===== src/rtl/frame_checker_rx.sv =====
// frame_checker_rx: aligns to a repeating test frame of 66-bit blocks and counts block errors and good frames
//   i_clock            rising-edge clock for all state
//   i_reset_n          asynchronous active-low reset
//   i_enable           global enable; low freezes all state
//   i_valid            i_data carries a block this cycle
//   i_data             received block, [65:64] sync header, [63:56] first byte
//   i_clear            synchronous clear of both statistics counters
//   o_lock             frame alignment held
//   o_block_error      one-cycle pulse per mismatching block accepted while locked
//   o_error_count      saturating count of mismatching blocks while locked
//   o_good_frame_count saturating count of complete error-free frames
module frame_checker_rx #(
    parameter int AM_BLOCK_PERIOD   = 16383,
    parameter int FRAMES_PER_PERIOD = 10,
    parameter int FRAME_LEN         = AM_BLOCK_PERIOD / FRAMES_PER_PERIOD,
    parameter int N_DATA_FRAMES     = 1000,
    parameter int NB_MISS_LOCK      = 4,
    parameter int NB_DATA           = 66,
    parameter int NB_COUNT          = 32
) (
    input  logic                i_clock,
    input  logic                i_reset_n,
    input  logic                i_enable,
    input  logic                i_valid,
    input  logic [NB_DATA-1:0]  i_data,
    input  logic                i_clear,
    output logic                o_lock,
    output logic                o_block_error,
    output logic [NB_COUNT-1:0] o_error_count,
    output logic [NB_COUNT-1:0] o_good_frame_count
);
    localparam int NB_POS  = $clog2(FRAME_LEN);
    localparam int NB_MISS = $clog2(NB_MISS_LOCK + 1);
    localparam logic [0:0] HUNT   = 1'b0;
    localparam logic [0:0] LOCKED = 1'b1;
    localparam logic [NB_POS-1:0]  LAST_POS   = NB_POS'(FRAME_LEN - 1);
    localparam logic [NB_POS-1:0]  DATA_LAST  = NB_POS'(N_DATA_FRAMES);
    localparam logic [NB_POS-1:0]  TERM_FIRST = NB_POS'(FRAME_LEN - 2);
    localparam logic [NB_MISS-1:0] MISS_LAST  = NB_MISS'(NB_MISS_LOCK - 1);
    localparam logic [NB_DATA-1:0] BLK_START  = {2'b10, 8'hFB, {7{8'hFA}}};
    localparam logic [NB_DATA-1:0] BLK_DATA   = {2'b01, {8{8'hFA}}};
    localparam logic [NB_DATA-1:0] BLK_IDLE   = {2'b10, 8'h1E, 56'h0};
    localparam logic [NB_DATA-1:0] BLK_TERM   = {2'b10, 8'h87, 56'h0};

    logic [0:0]          r_state;
    logic [NB_POS-1:0]   r_pos;
    logic [NB_MISS-1:0]  r_miss;
    logic                r_flag;
    logic                r_block_error;
    logic [NB_COUNT-1:0] r_error_count;
    logic [NB_COUNT-1:0] r_good_count;

    logic                w_accept;
    logic                w_locked;
    logic                w_last;
    logic                w_match;
    logic                w_miss;
    logic                w_good;
    logic [NB_DATA-1:0]  w_expected;

    always_comb begin
        w_expected = r_pos == '0 ? BLK_START :
                     r_pos <= DATA_LAST ? BLK_DATA :
                     r_pos < TERM_FIRST ? BLK_IDLE : BLK_TERM;
        w_accept   = i_enable && i_valid;
        w_locked   = r_state == LOCKED;
        w_last     = r_pos == LAST_POS;
        w_match    = i_data == w_expected;
        w_miss     = w_accept && w_locked && !w_match;
        // the frame's own last block must also match to count as good
        w_good     = w_accept && w_locked && w_last && w_match && !r_flag;
    end

    always_ff @(posedge i_clock or negedge i_reset_n) begin
        if (!i_reset_n) begin
            r_state       <= HUNT;
            r_pos         <= '0;
            r_miss        <= '0;
            r_flag        <= 1'b0;
            r_block_error <= 1'b0;
            r_error_count <= '0;
            r_good_count  <= '0;
        end else begin
            r_block_error <= w_miss;
            if (w_accept && !w_locked && i_data == BLK_START) begin
                r_state <= LOCKED;
                r_pos   <= NB_POS'(1);
                r_miss  <= '0;
                r_flag  <= 1'b0;
            end else if (w_accept && w_locked) begin
                r_pos  <= w_last ? '0 : r_pos + 1'b1;
                r_flag <= !w_last && (r_flag || !w_match);
                r_miss <= w_match ? '0 : r_miss + 1'b1;
                if (!w_match && r_miss == MISS_LAST) begin
                    r_state <= HUNT;
                    r_pos   <= '0;
                end
            end
            // clear takes priority over a same-cycle increment
            if (i_clear) begin
                r_error_count <= '0;
                r_good_count  <= '0;
            end else begin
                if (w_miss && r_error_count != '1)
                    r_error_count <= r_error_count + 1'b1;
                if (w_good && r_good_count != '1)
                    r_good_count <= r_good_count + 1'b1;
            end
        end
    end

    assign o_lock             = r_state == LOCKED;
    assign o_block_error      = r_block_error;
    assign o_error_count      = r_error_count;
    assign o_good_frame_count = r_good_count;
endmodule


===== config.mk =====
export PLATFORM = sky130hd
export DESIGN_NAME = frame_checker_rx
export DESIGN_NICKNAME = d
export VERILOG_FILES = /design/src/rtl/frame_checker_rx.sv
export SDC_FILE = /design/constraint.sdc
export NUM_CORES = 1
export LEC_CHECK = 0
export CORE_MARGIN = 5
export CORE_UTILIZATION = 40
export CTS_CLUSTER_DIAMETER = 50
export DETAILED_ROUTE_END_ITERATION = 6
export PLACE_DENSITY = 0.68
export SLEW_MARGIN = 20
export SYNTH_ARGS = -nofsm -noshare
export SYNTH_HDL_FRONTEND = slang
export SYNTH_SLANG_ARGS = --single-unit

===== constraint.sdc =====
create_clock -name i_clock -period 7.4 [get_ports i_clock]
set_input_delay 1.48 -clock i_clock [delete_from_list [all_inputs] [get_ports i_clock]]
set_output_delay 1.48 -clock i_clock [all_outputs]
set_load 0.1 [all_outputs]

==> Word level (Yosys, flattened, before mapping) <==
Cells that the tools add are included.
{ "classes": {"add_sub_neg": 4, "n_mul": 0, "div_mod_pow": 0, "order_cmp": 2, "eq_ne": 6, "shift": 0, "muxes": 19, "n_bitwise": 0, "n_reduce_logical": 23} }
{ "op_table": {"columns": ["op", "count"], "rows": [
  ["two-way mux 66 bit", 2],
  ["two-way mux 32 bit", 4],
  ["== test 66 bit", 1],
  ["== test 66 bit, second input constant", 1],
  ["adder 32 x 1 -> 32 bit, second input constant", 2],
  ["two-way mux 64 bit", 1],
  ["inequality test 32 bit, second input constant", 2],
  ["two-way mux 11 bit", 4],
  ["logical AND 1 bit", 12],
  ["adder 11 x 1 -> 11 bit, second input constant", 1],
  ["== test 11 bit, second input constant", 1],
  ["less-or-equal comparator 11 x 10 -> 1 bit, second input constant", 1],
  ["zero test 11 bit", 1],
  ["less-than comparator 11 bit, second input constant", 1],
  ["two-way mux 3 bit", 3],
  ["nonzero test 2 bit", 4],
  ["two-way mux 1 bit", 5],
  ["zero test 1 bit", 4],
  ["adder 3 x 1 -> 3 bit, second input constant", 1],
  ["== test 3 x 2 -> 1 bit, second input constant", 1],
  ["AND reduction 2 bit", 1],
  ["logical OR 1 bit", 1]
]} }
{ "totals": {"reg_bits": 81, "latch_bits": 0, "ramBits": 0, "mem_bits_ro": 0, "in_bits": 71, "elab_cells": 61, "mem_count": 0} }

==> Depth between registers and ports, before layout <==
Gate-level depths: netlist of the first run.
{ "logic_depth": {"ltp_word": 10, "depth_mapped": 12} }

==> Least setup slack after synthesis of the first run <==
No wires, ideal clock.
{ "synth_timing": {"path_type": "input-to-reg", "startpoint": "input port i_data[12]", "endpoint": "register r_good_count[17], in the netlist o_good_frame_count[17]", "setup_ps": 128, "arrival_ps": 3726, "path_slack_ps": 3546, "path_stages": 8, "n_path_buf": 1, "path_cell_list": "or4_1 -> nor4_2 -> nand3_1 -> a2111oi_2 -> nand2_1 -> buf_2 -> nor3_1 -> mux2_1"} }
{ "synth_via": {"elab_chain_cells": 5} }
{ "synth_lines": {"columns": ["element", "line_no", "rtl"], "rows": [
  ["from (decl)", "25", "input logic [NB_DATA-1:0] i_data,"],
  ["== test 66 bit", "68", "w_match = i_data == w_expected;"],
  ["logical AND 1 bit (2 in series)", "71", "w_good = w_accept && w_locked && w_last && w_match && !r_flag;"],
  ["logical AND 1 bit", "106", "if (w_good && r_good_count != '1)"],
  ["nonzero test 2 bit (no line)", null, null],
  ["to (signal assigned)", "107", "r_good_count <= r_good_count + 1'b1;"],
  ["to (decl)", "51", "logic [NB_COUNT-1:0] r_good_count;"]
]} }
No other way between the ends.
A chain may end at the register's enable or synchronous reset.

==> Worst setup path in the final report of the first run <==
{ "layout_timing": {"startpoint": "input port i_data[12]", "endpoint": "register r_error_count[17], in the netlist o_error_count[17]"} }
{ "layout_via": {"elab_chain_cells": 5} }
{ "layout_lines": {"columns": ["element", "line_no", "rtl"], "rows": [
  ["== test 66 bit", "68", null],
  ["zero test 1 bit", "69", "w_miss = w_accept && w_locked && !w_match;"],
  ["logical AND 1 bit", "69", null],
  ["logical AND 1 bit", "104", "if (w_miss && r_error_count != '1)"],
  ["nonzero test 2 bit (no line)", null, null],
  ["to (signal assigned)", "105", "r_error_count <= r_error_count + 1'b1;"],
  ["to (decl)", "50", "logic [NB_COUNT-1:0] r_error_count;"]
]} }
No other way between the ends.

==> metrics.yaml, run 1 <==
status: "finished, final reports clean"
setup_viol: 0
yosys_warnings: 0
vias_per_cell: 5.87
dr_wl_met3_um: 1300
netlist_area_sq_mm: 0.00513
wl_met2_um: 7540
n_fill_cell: 1192
p_leak_uw: 0.00260
setup_ws_ps: 2730
dr_total_vias: 5144
cts_hold_buffers: 0
dp_slack_ps: 2390
grt_pass1_wl_um: 24900
hold_viol: 0
numPortBuffers: 136
route.antenna.remaining_nets: 0
cell_internal_pwr_uw: 757
p_sw_uw: 208
ys_types: 59
grt_max_degree: 82
path_max_fanout: 33
h-tree-depth: 3
post_cts_buffers: 0
slowest_delay_ps: 670
fin_crit_sh_pct: 63.1
die_y_um: 123
seq_area_sq_mm: 0.00203
place.gp.congestion: 0.790
tns_ps: 0
ys_ff_latch: 81
grt_pass1_vias: 5144
dr.max_layer_used: "met4"
clkSlewWorstSetupHoldPaths_ps: 60
gr-total-overflow: 0
numCtsBuffers: 9
maxSlewViolCount: 0
drt_wl_total_um: 15500
seq_area_frac_synth_pct: 39.5
required_ps: 7620
ios: 137
drtPass1Iterations: 5
fin_util_pct: 54.3
cts.sinks: 81
drc: 0
synth-edff-count: 0
power_density_mw_per_mm2: 141
worstSetupPathType: "input pin to flip-flop"
syn_inst: 586
rows: 41
wl_met1_um: 6440
p_clk_share_pct: 46.9
avgSynthCellArea_sq_um: 8.75
cp_cell_sequence: "clkdlybuf4s50_1 -> or4_1 -> nor4_2 -> nand3_1 -> a21oi_1 -> a21o_1 -> buf_4 -> nor4_1 -> mux2_1"
cp-end-kind: "flip-flop"
rsz0062_at_grt: "no"
antenna_found_initial: 0
dr.first_iter.drc_count: 237
synth-main-ff-cell: "dfrtp_1"
cp-start-kind: "input pin"
worst_pin_slew_ps: 1010
drive_above_1_share_pct: 5.25
fin_skew_ps: 7.38
ir_drop_v: 0.000115
layout_commonest_cell: "clkdlybuf4s50_1"
dieArea_sq_mm: 0.0152
max-clock-path-buffers: 2
dpl.hpwl_um: 11000
cts_resized: 0
min_path_type: "flip-flop to flip-flop"
wire_per_inst_um: 17.7
ys_async_sr_fraction_pct: 100
pwr-share-seq_pct: 45.9
fmax_mhz: 214
root_buffer: "clkbuf_16"
slowest_stage: "a21o_1"
drv_cap: 0
start_util_pct: 40.6
cts_tree: "yes"
layout_common_cells: "134 x clkdlybuf4s50_1, 81 x dfrtp_1, 46 x a21oi_1, 46 x nand3_1, 38 x nor2_1"
swShare_pct: 21.5
diodes: 0
multiInputGateArea_sq_mm: 0.00288
syn-num-nets: 664
cp.arrival_ps: 4880
min_period_ps: 4670
core_area_sq_mm: 0.0126
comb_power_share_pct: 7.2
insertion_delay_ps: 340
grt_use_total_pct: 20.3
relSlewSlack_pct: 32.3
final_nets: 779
die_w_um: 123
areaGrowthSynthToFinish_pct: 33.7
## cells in the mapped netlist (2+ instances only)
cell type / count / area, sq um
nand4_1: 31 / 194
or4_1: 26 / 195
nand2b_1: 2 / 12.5
o211ai_1: 3 / 22.5
nor2b_1: 16 / 100
nand3_1: 46 / 230
and3_1: 26 / 163
nand2_1: 36 / 135
and2_1: 9 / 56.3
xor2_1: 3 / 26.3
or3b_2: 2 / 17.5
nor4_1: 17 / 106
mux2_1: 16 / 180
mux2_2: 2 / 22.5
a22oi_1: 5 / 37.5
and4_1: 2 / 17.5
a21oi_1: 46 / 230
or2_2: 2 / 12.5
ha_1: 7 / 87.6
buf_2: 8 / 40.0
nor4b_1: 3 / 26.3
o21ai_0: 3 / 15.0
buf_6: 3 / 33.8
o31ai_1: 29 / 218
nor3_1: 16 / 80.1
a32oi_1: 2 / 17.5
inv_1: 11 / 41.3
nand4b_1: 2 / 17.5
nand3b_1: 2 / 15.0
clkbuf_1: 23 / 86.3
dfrtp_1: 81 / 2030
o21ai_1: 23 / 115
or3_1: 19 / 119
buf_4: 2 / 15.0
nor2_1: 38 / 143
## stage by stage
stage / hold WS [ps] / instances / instance area [sq um] / total power [uW]
finish: 495 / 877 / 6850 / 965
global route: 527 / 877 / 6850 / 997
CTS: 494 / 877 / 6850 / 975
detailed placement: 476 / 862 / 6550 / 520
global placement: 467 / 862 / 6550 / 519
floorplan: 454 / 586 / 5130 / 465
## critical path: cells and delay by family
kind / cells / cell delay, ps
simple gates: 4 / 1210
compound gates: 2 / 950
buf+inv: 2 / 890
mux: 1 / 350
## sequential cells by signal, indices dropped and copies added, names as in the netlist
name                flops
o_lock                  1
r_pos                  11
r_flag                  1
o_error_count          32
r_miss                  3
o_block_error           1
o_good_frame_count     32
## per-layer routing
metal / up-vias / global-route usage (%)
met5: - / 0
met2: 171 / 35.6
met1: 2494 / 24.3
li1: 2459 / -
met3: 20 / 5.72
met4: 0 / 5.61
## kinds of logic after synthesis
group | after synthesis | synth area share (%)
AND/OR/NAND/NOR | 303 | 34.1
XOR/XNOR | 3 | 0.513
flip-flops | 81 | 39.5
AO/OA/AOI/OAI | 125 | 15.7
multiplexers | 19 | 4.15
adder cells (fa/ha/maj) | 7 | 1.71
buffers and inverters | 48 | 4.29
## worst paths after layout
kind,startpoint,end,slack (ps),depth (start not counted)
worst max-delay path,i_data[12],o_error_count[17]$_DFFE_PN0P_,2730,9
worst min-delay path,r_miss[2]$_DFFE_PN0P_,r_miss[2]$_DFFE_PN0P_,490,2
worst max register to register,r_pos[0]$_DFFE_PN0P_,o_error_count[17]$_DFFE_PN0P_,3780,11
worst min register to register,r_miss[2]$_DFFE_PN0P_,r_miss[2]$_DFFE_PN0P_,490,2
max in group asynchronous,i_reset_n,o_error_count[11]$_DFFE_PN0P_,5690,1
min in group asynchronous,i_reset_n,o_good_frame_count[8]$_DFFE_PN0P_,1190,1
## power groups by stage
stage,sequential [uW],combinational (uW),clock (uW)
after detailed placement,451,69.4,0
final,443,69.4,453
after global placement,451,67.7,0
after CTS,443,69.8,463
after global routing,443,75.0,479
after floorplan,451,13.7,0
## area by class of cell
cell class | count | area share (%)
timing repair buffer | 140 | 20.2
clock inverter | 3 | 0.584
clock buffer | 12 | 3.74
multi-input combinational | 457 | 42.0
inverter | 12 | 0.657
tap | 172 | 3.14
sequential | 81 | 29.6
Power figures use the tool's default switching activity.
==> inputs of run 2 (changes only) <==
==> constraint.sdc (replaced) <==
create_clock -name i_clock -period 4.6 [get_ports i_clock]
set_input_delay 0.92 -clock i_clock [delete_from_list [all_inputs] [get_ports i_clock]]
set_output_delay 0.92 -clock i_clock [all_outputs]
set_load 0.1 [all_outputs]
==> metrics.yaml, run 2 (same netlist as run 1, synthesis figures left out) <==
max-clock-path-buffers: 2  # unchanged
grt_max_degree: 82  # unchanged
holdPathStages: 2  # unchanged
clkSlewWorstSetupHoldPaths_ps: 60  # about the same
min_path_type: "flip-flop to flip-flop"
p_clk_share_pct: 45.3  # -1.6 points
cp.arrival_ps: 4160  # -720 ps
rsz0062_at_grt: "no"
fin_skew_ps: 9.48  # +2.10 ps
dieArea_sq_mm: 0.0152  # unchanged
post_cts_buffers: 0  # unchanged
slowest_delay_ps: 600  # -70 ps
drtPass1Iterations: 4  # -1
comb_power_share_pct: 7.5  # +0.3 points
crit_family: "simple AND/OR/NAND/NOR gates"
endpoint: "o_good_frame_count[15]$_DFFE_PN0P_"
cts_hold_buffers: 0  # unchanged
holdWs_ps: 495  # +0.0700 ps
cp-end-kind: "flip-flop"
grt_use_met1_pct: 25.0  # +0.72 points
layout_commonest_cell: "clkdlybuf4s50_1"
dr_total_vias: 5234  # +1.7%
cts_tree: "yes"
cp_cell_sequence: "clkdlybuf4s50_1 -> or4_1 -> nor4_2 -> nand3_1 -> a2111oi_2 -> nand2_1 -> or4_1 -> a21oi_1"
crit_buf_inv: 1  # -1
core_area_sq_mm: 0.0126  # unchanged
p_sw_uw: 342  # +65%
drc: 0  # unchanged
root_buffer: "clkbuf_16"
p_leak_uw: 0.00260  # +0.27%
dpl.hpwl_um: 11200  # +1.2%
min_period_ps: 3910
critical_path_depth: 8  # -1
cp-start-kind: "input pin"
worstSetupStartpoint: "i_data[12]"
r2r_cells: 10  # -1
route.antenna.remaining_nets: 0  # unchanged
busiest_layer: "met2"
fmax_mhz: 256
place.gp.congestion: 0.814  # +3.0%
fin_crit_sh_pct: 85.0
layout_common_cells: "134 x clkdlybuf4s50_1, 81 x dfrtp_1, 46 x a21oi_1, 46 x nand3_1, 38 x nor2_1"
final_area_sq_mm: 0.00687  # +0.22%
numPortBuffers: 136  # unchanged
power_density_mw_per_mm2: 220  # +56%
status: "finished, final reports clean"
grt_pass1_vias: 5146  # +0.039%
die_w_um: 123  # unchanged
n_fill_cell: 1192  # unchanged
gr-total-overflow: 0  # unchanged
cell_internal_pwr_uw: 1170  # +54%
crit_top_cell: "or4_1"
setup_viol: 0  # unchanged
insertion_delay_ps: 330  # about the same
die_y_um: 123  # unchanged
drt_wl_total_um: 15600  # +0.67%
design_power_total_uw: 1510  # +56%
ir_drop_v: 0.000155  # +34%
wire_per_inst_um: 17.8  # +0.33%
worst_pin_slew_ps: 1020  # +2.01 ps
timing.rr.end: "o_good_frame_count[15]$_DFFE_PN0P_"
required_ps: 4850  # -2770 ps
diodes: 0  # unchanged
detailed_place.area_sq_mm: 0.00658  # +0.42%
final_nets: 781  # +0.26%
numCtsBuffers: 9  # unchanged
dr.first_iter.drc_count: 257  # +8.4%
multiInputGateArea_sq_mm: 0.00288  # about the same
cts.sinks: 81  # unchanged
rrSetupSlack_ps: 1280  # -2500 ps
met3_usage_pct: 5.35  # -0.37 points
start_util_pct: 40.6  # unchanged
drv_cap: 0  # unchanged
tns_ps: 0  # unchanged
worstSetupPathType: "input pin to flip-flop"
reg2reg_from: "r_pos[0]$_DFFE_PN0P_"
pwr-share-seq_pct: 47.2  # +1.3 points
antenna_found_initial: 0  # unchanged
drive_above_1_share_pct: 5.65  # +0.40 points
grt_use_total_pct: 20.2  # -0.12 points
swShare_pct: 22.7  # +1.2 points
seq_area_sq_mm: 0.00203  # unchanged
use_met2_pct: 35.2  # -0.37 points
relSlewSlack_pct: 32.1  # -0.13 points
rows: 41  # unchanged
hold_viol: 0  # unchanged
path_max_fanout: 16  # -52%
grt_pass1_wl_um: 25000  # +0.50%
ios: 137  # unchanged
cts_resized: 0  # unchanged
h-tree-depth: 3  # unchanged
vias_per_cell: 5.95  # +1.4%
areaGrowthSynthToFinish_pct: 33.9
slowest_stage: "or4_1"
maxSlewViolCount: 0  # unchanged
==> run 2: cell count changes in the layout (fill, tap and decap cells not counted), sizes merged <==
cell	previous run	this run
clkbuf	12	11
clkinv	2	3
clkinvlp	0	2
buf	6	8
bufinv	1	0
==> run 2: how the worst min path moves through the flow <==
stage | endpoint | startpoint
2_1_floorplan | r_miss[0]$_DFFE_PN0P_ | r_miss[0]$_DFFE_PN0P_
3_3_place_gp | r_miss[2]$_DFFE_PN0P_ | r_miss[2]$_DFFE_PN0P_
3_5_place_dp | r_miss[2]$_DFFE_PN0P_ | r_miss[2]$_DFFE_PN0P_
4_1_cts | r_miss[2]$_DFFE_PN0P_ | r_miss[2]$_DFFE_PN0P_
5_1_grt | r_miss[2]$_DFFE_PN0P_ | r_miss[2]$_DFFE_PN0P_
6_report | r_miss[2]$_DFFE_PN0P_ | r_miss[2]$_DFFE_PN0P_
==> run 2: routing by layer <==
metal,wire length [um],up-vias,share of wire (%)
met5,0,-,0
met4,140,0,0.90
met3,1290,14,8.3
met2,7680,155,49
met1,6510,2594,42
li1,-,2471,-
==> run 2: worst register-to-register path, stage by stage (launching register included) <==
cell	delay [ps]
dfrtp_1	460
inv_1	70
ha_1	190
nand2b_1	140
a21oi_1	130
o21bai_1	360
nand3_1	190
a2111oi_2	520
nand2_1	420
or4_1	610
a21oi_1	160
==> run 2: area by class of cell <==
class | instances | share of cell area (%)
multi-input combinational | 457 | 41.9
clock inverter | 5 | 0.437
timing repair buffer | 142 | 20.6
inverter | 12 | 0.656
sequential | 81 | 29.5
clock buffer | 11 | 3.68
tap | 172 | 3.13
==> run 2: through the flow <==
| stage | instances | util (%) | worst slack [ps] |
|---|---|---|---|
| 6_report | 880 | 54.4 | 691 |
| 5_1_grt | 880 | 54.4 | 552 |
| 4_1_cts | 880 | 54.4 | 725 |
| 3_5_place_dp | 864 | 52.1 | 378 |
| 3_3_place_gp | 864 | 52.1 | 492 |
| 2_1_floorplan | 586 | - | 1310 |
==> run 2: power by group through the flow <==
stage	registers [uW]	logic, uW	clock network [uW]
after global placement	726	110	0
after detailed placement	726	112	0
after global routing	712	121	735
final	712	113	683
after CTS	712	113	698
after floorplan	726	22.0	0
